$ cat config.mk
export PLATFORM = sky130hd
export DESIGN_NAME = toggle_debounce
export DESIGN_NICKNAME = d
export VERILOG_FILES = /design/src/rtl/toggle_debounce_pkg.sv /design/src/rtl/toggle_debounce_sync_ff.sv /design/src/rtl/toggle_debounce.sv
export SDC_FILE = /design/constraint.sdc
export NUM_CORES = 1
export LEC_CHECK = 0
export CORE_MARGIN = 2
export CORE_UTILIZATION = 25
export CTS_BUF_LIST = sky130_fd_sc_hd__clkbuf_2 sky130_fd_sc_hd__clkbuf_4 sky130_fd_sc_hd__clkbuf_8
export DETAILED_ROUTE_END_ITERATION = 10
export PLACE_DENSITY = 0.45
export SYNTH_ARGS = -nofsm -noshare
export SYNTH_HDL_FRONTEND = slang
export SYNTH_SLANG_ARGS = --single-unit
export TNS_END_PERCENT = 100
$ cat constraint.sdc
create_clock -name clk -period 2.15 [get_ports clk]
set_input_delay 0.3225 -clock clk [delete_from_list [all_inputs] [get_ports clk]]
set_output_delay 0.3225 -clock clk [all_outputs]
set_load 0.005 [all_outputs]
$ cat src/rtl/toggle_debounce_pkg.sv
// Shared types for the push-button debouncer: FSM state encodings and a
// small decode helper used by the top level.
package toggle_debounce_pkg;

    typedef enum logic [1:0] {
        S_LOW      = 2'b00,
        S_RISE_CHK = 2'b01,
        S_HIGH     = 2'b10,
        S_FALL_CHK = 2'b11
    } state_t;

    function automatic logic is_qualifying(input state_t s);
        return (s == S_RISE_CHK) || (s == S_FALL_CHK);
    endfunction

endpackage

$ cat src/rtl/toggle_debounce_sync_ff.sv
// Parameterised flop-chain synchroniser with synchronous active-low reset;
// shared by every button input of the lab top level.
module sync_ff #(
    parameter int SYNC_STAGES = 2
) (
    input  logic clk,
    input  logic reset,
    input  logic d,
    output logic q
);

    logic [SYNC_STAGES-1:0] chain;

    always_ff @(posedge clk) begin
        if (!reset) begin
            chain <= '0;
        end else begin
            chain <= {chain[SYNC_STAGES-2:0], d};
        end
    end

    assign q = chain[SYNC_STAGES-1];

endmodule

$ cat src/rtl/toggle_debounce.sv
// Debounces a raw push-button and emits one out_T pulse per accepted press
// for the downstream T flip-flop; also provides the debounced level.
//
// state      | meaning
// S_LOW      | button stable low
// S_RISE_CHK | qualifying a rise, cnt = consecutive high samples so far
// S_HIGH     | button stable high
// S_FALL_CHK | qualifying a fall, cnt = consecutive low samples so far
module toggle_debounce
    import toggle_debounce_pkg::*;
#(
    parameter int DEBOUNCE_CYCLES = 4,
    parameter int SYNC_STAGES     = 2
) (
    input  logic clk,
    input  logic reset,
    input  logic in_btn,
    output logic out_T,
    output logic out_level,
    output logic out_busy
);

    localparam int CNT_W = $clog2(DEBOUNCE_CYCLES + 1);
    localparam logic [CNT_W-1:0] CNT_ONE  = CNT_W'(1);
    localparam logic [CNT_W-1:0] CNT_LAST = CNT_W'(DEBOUNCE_CYCLES - 1);

    logic             btn_s;
    state_t           state;
    state_t           state_nxt;
    logic [CNT_W-1:0] cnt;
    logic [CNT_W-1:0] cnt_nxt;
    logic             t_nxt;
    logic             level_nxt;

    sync_ff #(.SYNC_STAGES(SYNC_STAGES)) u_sync (
        .clk   (clk),
        .reset (reset),
        .d     (in_btn),
        .q     (btn_s)
    );

    always_ff @(posedge clk) begin
        if (!reset) begin
            state     <= S_LOW;
            cnt       <= '0;
            out_T     <= 1'b0;
            out_level <= 1'b0;
        end else begin
            state     <= state_nxt;
            cnt       <= cnt_nxt;
            out_T     <= t_nxt;
            out_level <= level_nxt;
        end
    end

    // The counter is cleared on every exit from a check state, so it never wraps.
    always_comb begin
        state_nxt = state;
        cnt_nxt   = cnt;
        t_nxt     = 1'b0;
        level_nxt = out_level;
        case (state)
            S_LOW: begin
                if (btn_s) begin
                    state_nxt = S_RISE_CHK;
                    cnt_nxt   = CNT_ONE;
                end
            end
            S_RISE_CHK: begin
                if (!btn_s) begin
                    state_nxt = S_LOW;
                    cnt_nxt   = '0;
                end else if (cnt == CNT_LAST) begin
                    state_nxt = S_HIGH;
                    cnt_nxt   = '0;
                    level_nxt = 1'b1;
                    t_nxt     = 1'b1;
                end else begin
                    cnt_nxt = cnt + CNT_ONE;
                end
            end
            S_HIGH: begin
                if (!btn_s) begin
                    state_nxt = S_FALL_CHK;
                    cnt_nxt   = CNT_ONE;
                end
            end
            S_FALL_CHK: begin
                if (btn_s) begin
                    state_nxt = S_HIGH;
                    cnt_nxt   = '0;
                end else if (cnt == CNT_LAST) begin
                    state_nxt = S_LOW;
                    cnt_nxt   = '0;
                    level_nxt = 1'b0;
                end else begin
                    cnt_nxt = cnt + CNT_ONE;
                end
            end
            default: begin
                state_nxt = S_LOW;
                cnt_nxt   = '0;
            end
        endcase
    end

    always_comb begin
        out_busy = is_qualifying(state);
    end

endmodule

==> impl_metrics.ini <==
[critical_path]
critPathCapture = out_busy
crit_start = state[0]
cp_num_cells = 1
slowest_stage = clkdlybuf4s50_1
r2r-start = cnt[0]
start_kind = flop
rr_endpoint = out_level
critPathTopFamily = buffers and inverters
critPathKind = flop to primary output
end_kind = primary output
cp_cell_sequence = clkdlybuf4s50_1
cpPeakStageDelay_ns = 0.55
crit_arrival_ns = 1.25
cp_num_buf_inv = 1
r2r_slack_ns = 1.03
r2r_cells = 4
required_ns = 1.83
worstPathMaxFanout = 8

[finish]
utilization = 0.342
synthToLayoutAreaGrowth_pct = 27.1
fillers = 137
final_cell_mix = 9 x dfxtp_1, 5 x clkdlybuf4s50_1, 4 x nand2_1, 4 x clkbuf_4
antennaDiodeCount = 0
stdcell_count = 57
ff_latch_area_um2 = 180
drive_gt1_frac = 0.167
multi_input_area_um2 = 166
nets = 47
final_area_um2 = 445
layout_commonest_cell = dfxtp_1

[outcome]
run_status = completed

[floorplanning]
rows = 13
fp.dieW_um = 41.4
die_h_um = 41.4
start_util = 0.269
ios = 6
dieArea_um2 = 1720
core_um2 = 1300

[synthesis]
ys_ff_latch = 9
yosysSeqAreaShare = 0.514
netlist_area_um2 = 350
yosysWarnings = 0
netlist_instances = 34
syn_avg_cell_area_um2 = 10.3
synth_edf_count = 0
synth_ff_type = dfxtp_1
async_flop_share = 0
yosys.cell_types.count = 20
synth_fp_nets = 38

[cts]
cts_tree = built
cts_buffers = 3
ctsResizeCount = 0
path_clk_slew_ns = 0.06
clock_sinks = 9
cts_htree_levels = 1
root_buffer = clkbuf_4
cts_hold_buffers = 0
clk_latency_ns = 0.26
clockBufferDepth = 2
post_cts_buffers = 0

[global_route]
antenna_found_initial = 0
grt_usage = 0.0829
grt_pass1_vias = 229
overflow = 0
grt_pass1_wl_um = 993
grt_max_degree = 10

[placed_design]
place_area_um2 = 415
numPortBuffers = 5
dp.cells = 53
place.gp.congestion = 0.672
dp_hpwl_um = 448
pre_cts_ws_ns = 0.848

[pwr]
p_leak_nw = 0.179
vdd_drop_max_mv = 0.284
power_density_nw_per_um2 = 775

[sta]
tns_ns = 0
clock_skew_ns = 0.000499
rsz0062_at_grt = no
tightest_slew_ns = 0.290
max-slew-margin-rel = 0.806
finalMaxSlewViolations = 0
finalCritPeriodShare = 0.733
hold_viol_final = 0
post-route-min-period_ns = 1.58
max_freq_mhz = 635
worst_slack_ns = 0.574
finalSetupViolCount = 0

[hold_path]
min_path_type = flop to flop

[route]
num_vias = 269
drc_errors = 0
ant_nets = 0
dr.pass1.iters = 3
drtIter0Drc = 5
wire_per_inst_um = 10.7
viasPerCell = 4.72
wirelength_um = 609

[job]
cap_viol_max_count = 0
through the flow:
stage                     hold slack, ns  total power [W]
after detailed placement           0.420         0.000205
after global routing               0.446         0.000369
after global placement             0.421         0.000204
after floorplan                    0.412         0.000191
after CTS                          0.436         0.000354
final                              0.431         0.000345
kinds of logic (layout without fill, tap and decap cells):
group	Yosys count	after routing	synth area share
compound gates	7	7	0.139
buf+inv	1	9	0.0107
simple gates	15	15	0.254
fa+ha+maj	1	1	0.0357
flops	9	9	0.514
xor+xnor	1	1	0.0464
cell usage after synthesis, types with 2 or more instances:
master | count | share of area
dfxtp_1 | 9 | 0.51
nand2_1 | 4 | 0.043
a21oi_1 | 2 | 0.029
and2_1 | 2 | 0.036
nand3b_1 | 2 | 0.043
cell type report:
| type | count | area share |
|---|---|---|
| clock buffer | 4 | 0.0674 |
| sequential | 9 | 0.404 |
| tap | 15 | 0.0421 |
| multi-input combinational | 24 | 0.374 |
| timing repair buffer | 5 | 0.112 |
how the worst min path moves through the flow:
stage               startpoint               to  cells after the start
6_report       u_sync.chain[0]  u_sync.chain[1]                      1
5_1_grt        u_sync.chain[0]  u_sync.chain[1]                      1
4_1_cts        u_sync.chain[0]  u_sync.chain[1]                      1
3_5_place_dp   u_sync.chain[0]  u_sync.chain[1]                      1
3_3_place_gp   u_sync.chain[0]  u_sync.chain[1]                      1
2_1_floorplan  u_sync.chain[0]  u_sync.chain[1]                      1
power by group:
| part | switching, W | internal, W | leakage, nW |
|---|---|---|---|
| Sequential | 0.00000511 | 0.000173 | 0.0733 |
| Clock | 0.0000601 | 0.0000842 | 0.0184 |
| Combinational | 0.00000793 | 0.0000147 | 0.0877 |
| Total | 0.0000731 | 0.000272 | 0.179 |
routing by layer:
layer / GRT usage / up-vias / share of wire
met5: 0 / - / 0
met4: 0.0194 / 0 / 0
met3: 0.0826 / 0 / 0.090
met2: 0.106 / 8 / 0.47
met1: 0.0960 / 125 / 0.43
li1: - / 136 / -
worst register-to-register path, cell delays in order (launching register included):
cell and delay [ns]:
dfxtp_1 0.36, ha_1 0.20, nand3b_1 0.17, o211ai_1 0.20, o21ai_0 0.09
No activity file was read; power rests on OpenSTA's default activity.
==> RTL change: new RTL, same settings <==
The 4 states of `state_t` get a one-hot encoding in 4 bits.
--- a/src/rtl/toggle_debounce_pkg.sv
+++ b/src/rtl/toggle_debounce_pkg.sv
@@ -4,7 +4,7 @@
 
-    typedef enum logic [1:0] {
-        S_LOW      = 2'b00,
-        S_RISE_CHK = 2'b01,
-        S_HIGH     = 2'b10,
-        S_FALL_CHK = 2'b11
+    typedef enum logic [3:0] {
+        S_LOW      = 4'b0001,
+        S_RISE_CHK = 4'b0010,
+        S_HIGH     = 4'b0100,
+        S_FALL_CHK = 4'b1000
     } state_t;
Behaviour: no difference found for any inputs over 10 cycles, from zero or initial values and one cycle with reset low; not proved beyond that.
==> RTL change against the unedited design <==
Area after synthesis up 74%; fmax shrank 9.3%; critical endpoint unchanged; cell area increased by 62%; setup slack lost 0.16 ns; sequential cell count is 2 higher; sequential share of layout area shrank 9.5 points; routed wire length up 90%; total power increased by 13%; hold slack better by 0.0057 ns; via count is 91% higher; sequential power grew 18%.
==> RTL change: results (changes against the unedited design) <==
\begin{tabular}{lr}
\hline
Metric & Value \\
\hline
\multicolumn{2}{l}{\textbf{Status}} \\
Status & finished, final reports clean \\
\multicolumn{2}{l}{\textbf{Power and ir drop}} \\
Peak supply drop & 0.219 mV (-23\%) \\
Static Leakage & 0.000264 uW (+47\%) \\
Switching pwr & 87.8 uW (+20\%) \\
\multicolumn{2}{l}{\textbf{Worst setup path}} \\
Critical Path Max Stage Delay & 0.53 ns (-0.02 ns) \\
Slowest library cell on the worst path & or4b\_4 \\
R2r worst-path depth & 5 (+1) \\
Critical path peak fanout & 3 (-5) \\
CP startpoint & state[3] \\
Data arrival time of the worst path & 1.42 ns (+0.17 ns) \\
RR Endpoint & state[2] \\
Largest delay share family, worst path & simple AND/OR/NAND/NOR gates \\
\multicolumn{2}{l}{\textbf{GRT}} \\
Global routing usage on met1 & 0.128 (+0.0324) \\
Pin count of the biggest net entering global routing & 14 (+4) \\
Global-route total usage across every layer & 0.0995 (+0.0166) \\
Global-route wire length before repair & 1.93 mm (+94\%) \\
Via count of the first global-routing pass & 435 (+90\%) \\
Met3 track demand over resource in global routing & 0.0339 (-0.0487) \\
\multicolumn{2}{l}{\textbf{STA}} \\
Worst slew margin & 0.739 (-0.0668) \\
Worst clock skew & 0.00579 ns (+0.00529 ns) \\
Setup slack after layout & 0.412 ns (-0.162 ns) \\
\multicolumn{2}{l}{\textbf{Routing}} \\
Top layer in use & met4 \\
Number of search-and-repair iterations in the first detailed-routing pass & 4 (+1) \\
Routed wire length on met3 & 46 um (-16\%) \\
Detailed-route wire length on metal 1 & 600 um (+130\%) \\
DR WL/cell & 10.8 um (+1.3\%) \\
Routed via count divided by cell count & 4.80 (+1.8\%) \\
\multicolumn{2}{l}{\textbf{Synthesis}} \\
Top cell types by occurrence after synthesis & 11 x dfxtp\_1, 8 x nand2\_1, 6 x nor2\_1, 5 x nor2b\_1 \\
Largest cells by area after synthesis & dfxtp\_1 36\%, nor2b\_1 5.1\%, nand2\_1 4.9\% \\
Sequential cell area fraction in the yosys report & 0.362 (-0.152) \\
Number of different library cells in the post-synthesis netlist & 30 (+50\%) \\
Synthesized-area fraction occupied by adder cells & 0.0206 (-0.0151) \\
Post-synthesis compound-gate area fraction & 0.138 (-0.00143) \\
Fraction of synthesized cell area in xor and xnor cells & 0 (-0.0464) \\
Share of synthesized area spent on multiplexers & 0.0514 (+0.0514) \\
\multicolumn{2}{l}{\textbf{Cells and area}} \\
Number of fill cells in the layout & 252 (+84\%) \\
Ratio of cells with drive above 1 in the final layout & 0.165 (-0.00211) \\
Count of nets after finishing & 84 (+79\%) \\
\multicolumn{2}{l}{\textbf{Placement}} \\
Gp weighted congestion & 0.760 (+13\%) \\
Setup slack after placement & 0.237 ns (-0.611 ns) \\
\hline
\end{tabular}
-- RTL change: area by class of cell --
type,count,area [sq um],area share
flip-flops and latches,11,224,0.310
clock buffers,4,30.0,0.0415
well taps,28,35.0,0.0484
repair buffers,9,82.6,0.114
multi-input cells,55,352,0.486
-- RTL change: repair_timing --
item / CTS / global route
gates resized for setup: 2 / 1
endpoints found under the setup margin: 1 / 1
setup buffers: 1 / 0
hold buffers: 0 / 0
-- RTL change: through the flow --
stage	total power [uW]	hold WS (ns)	std cells	utilization	area, sq um
5_1_grt	413	0.447	107	0.321	723
3_5_place_dp	240	0.426	102	0.301	679
4_1_cts	399	0.441	107	0.320	721
2_1_floorplan	232	0.384	71	-	608
6_report	392	0.436	107	0.321	723
3_3_place_gp	241	0.422	102	0.301	679
-- RTL change: power groups by stage --
stage               Sequential, uW  Clock, uW  Combinational (uW)
detailed placement             215          0                25.0
global route                   210        176                27.6
global placement               216          0                25.1
finish                         210        158                24.6
CTS                            209        165                25.0
floorplan                      214          0                18.6
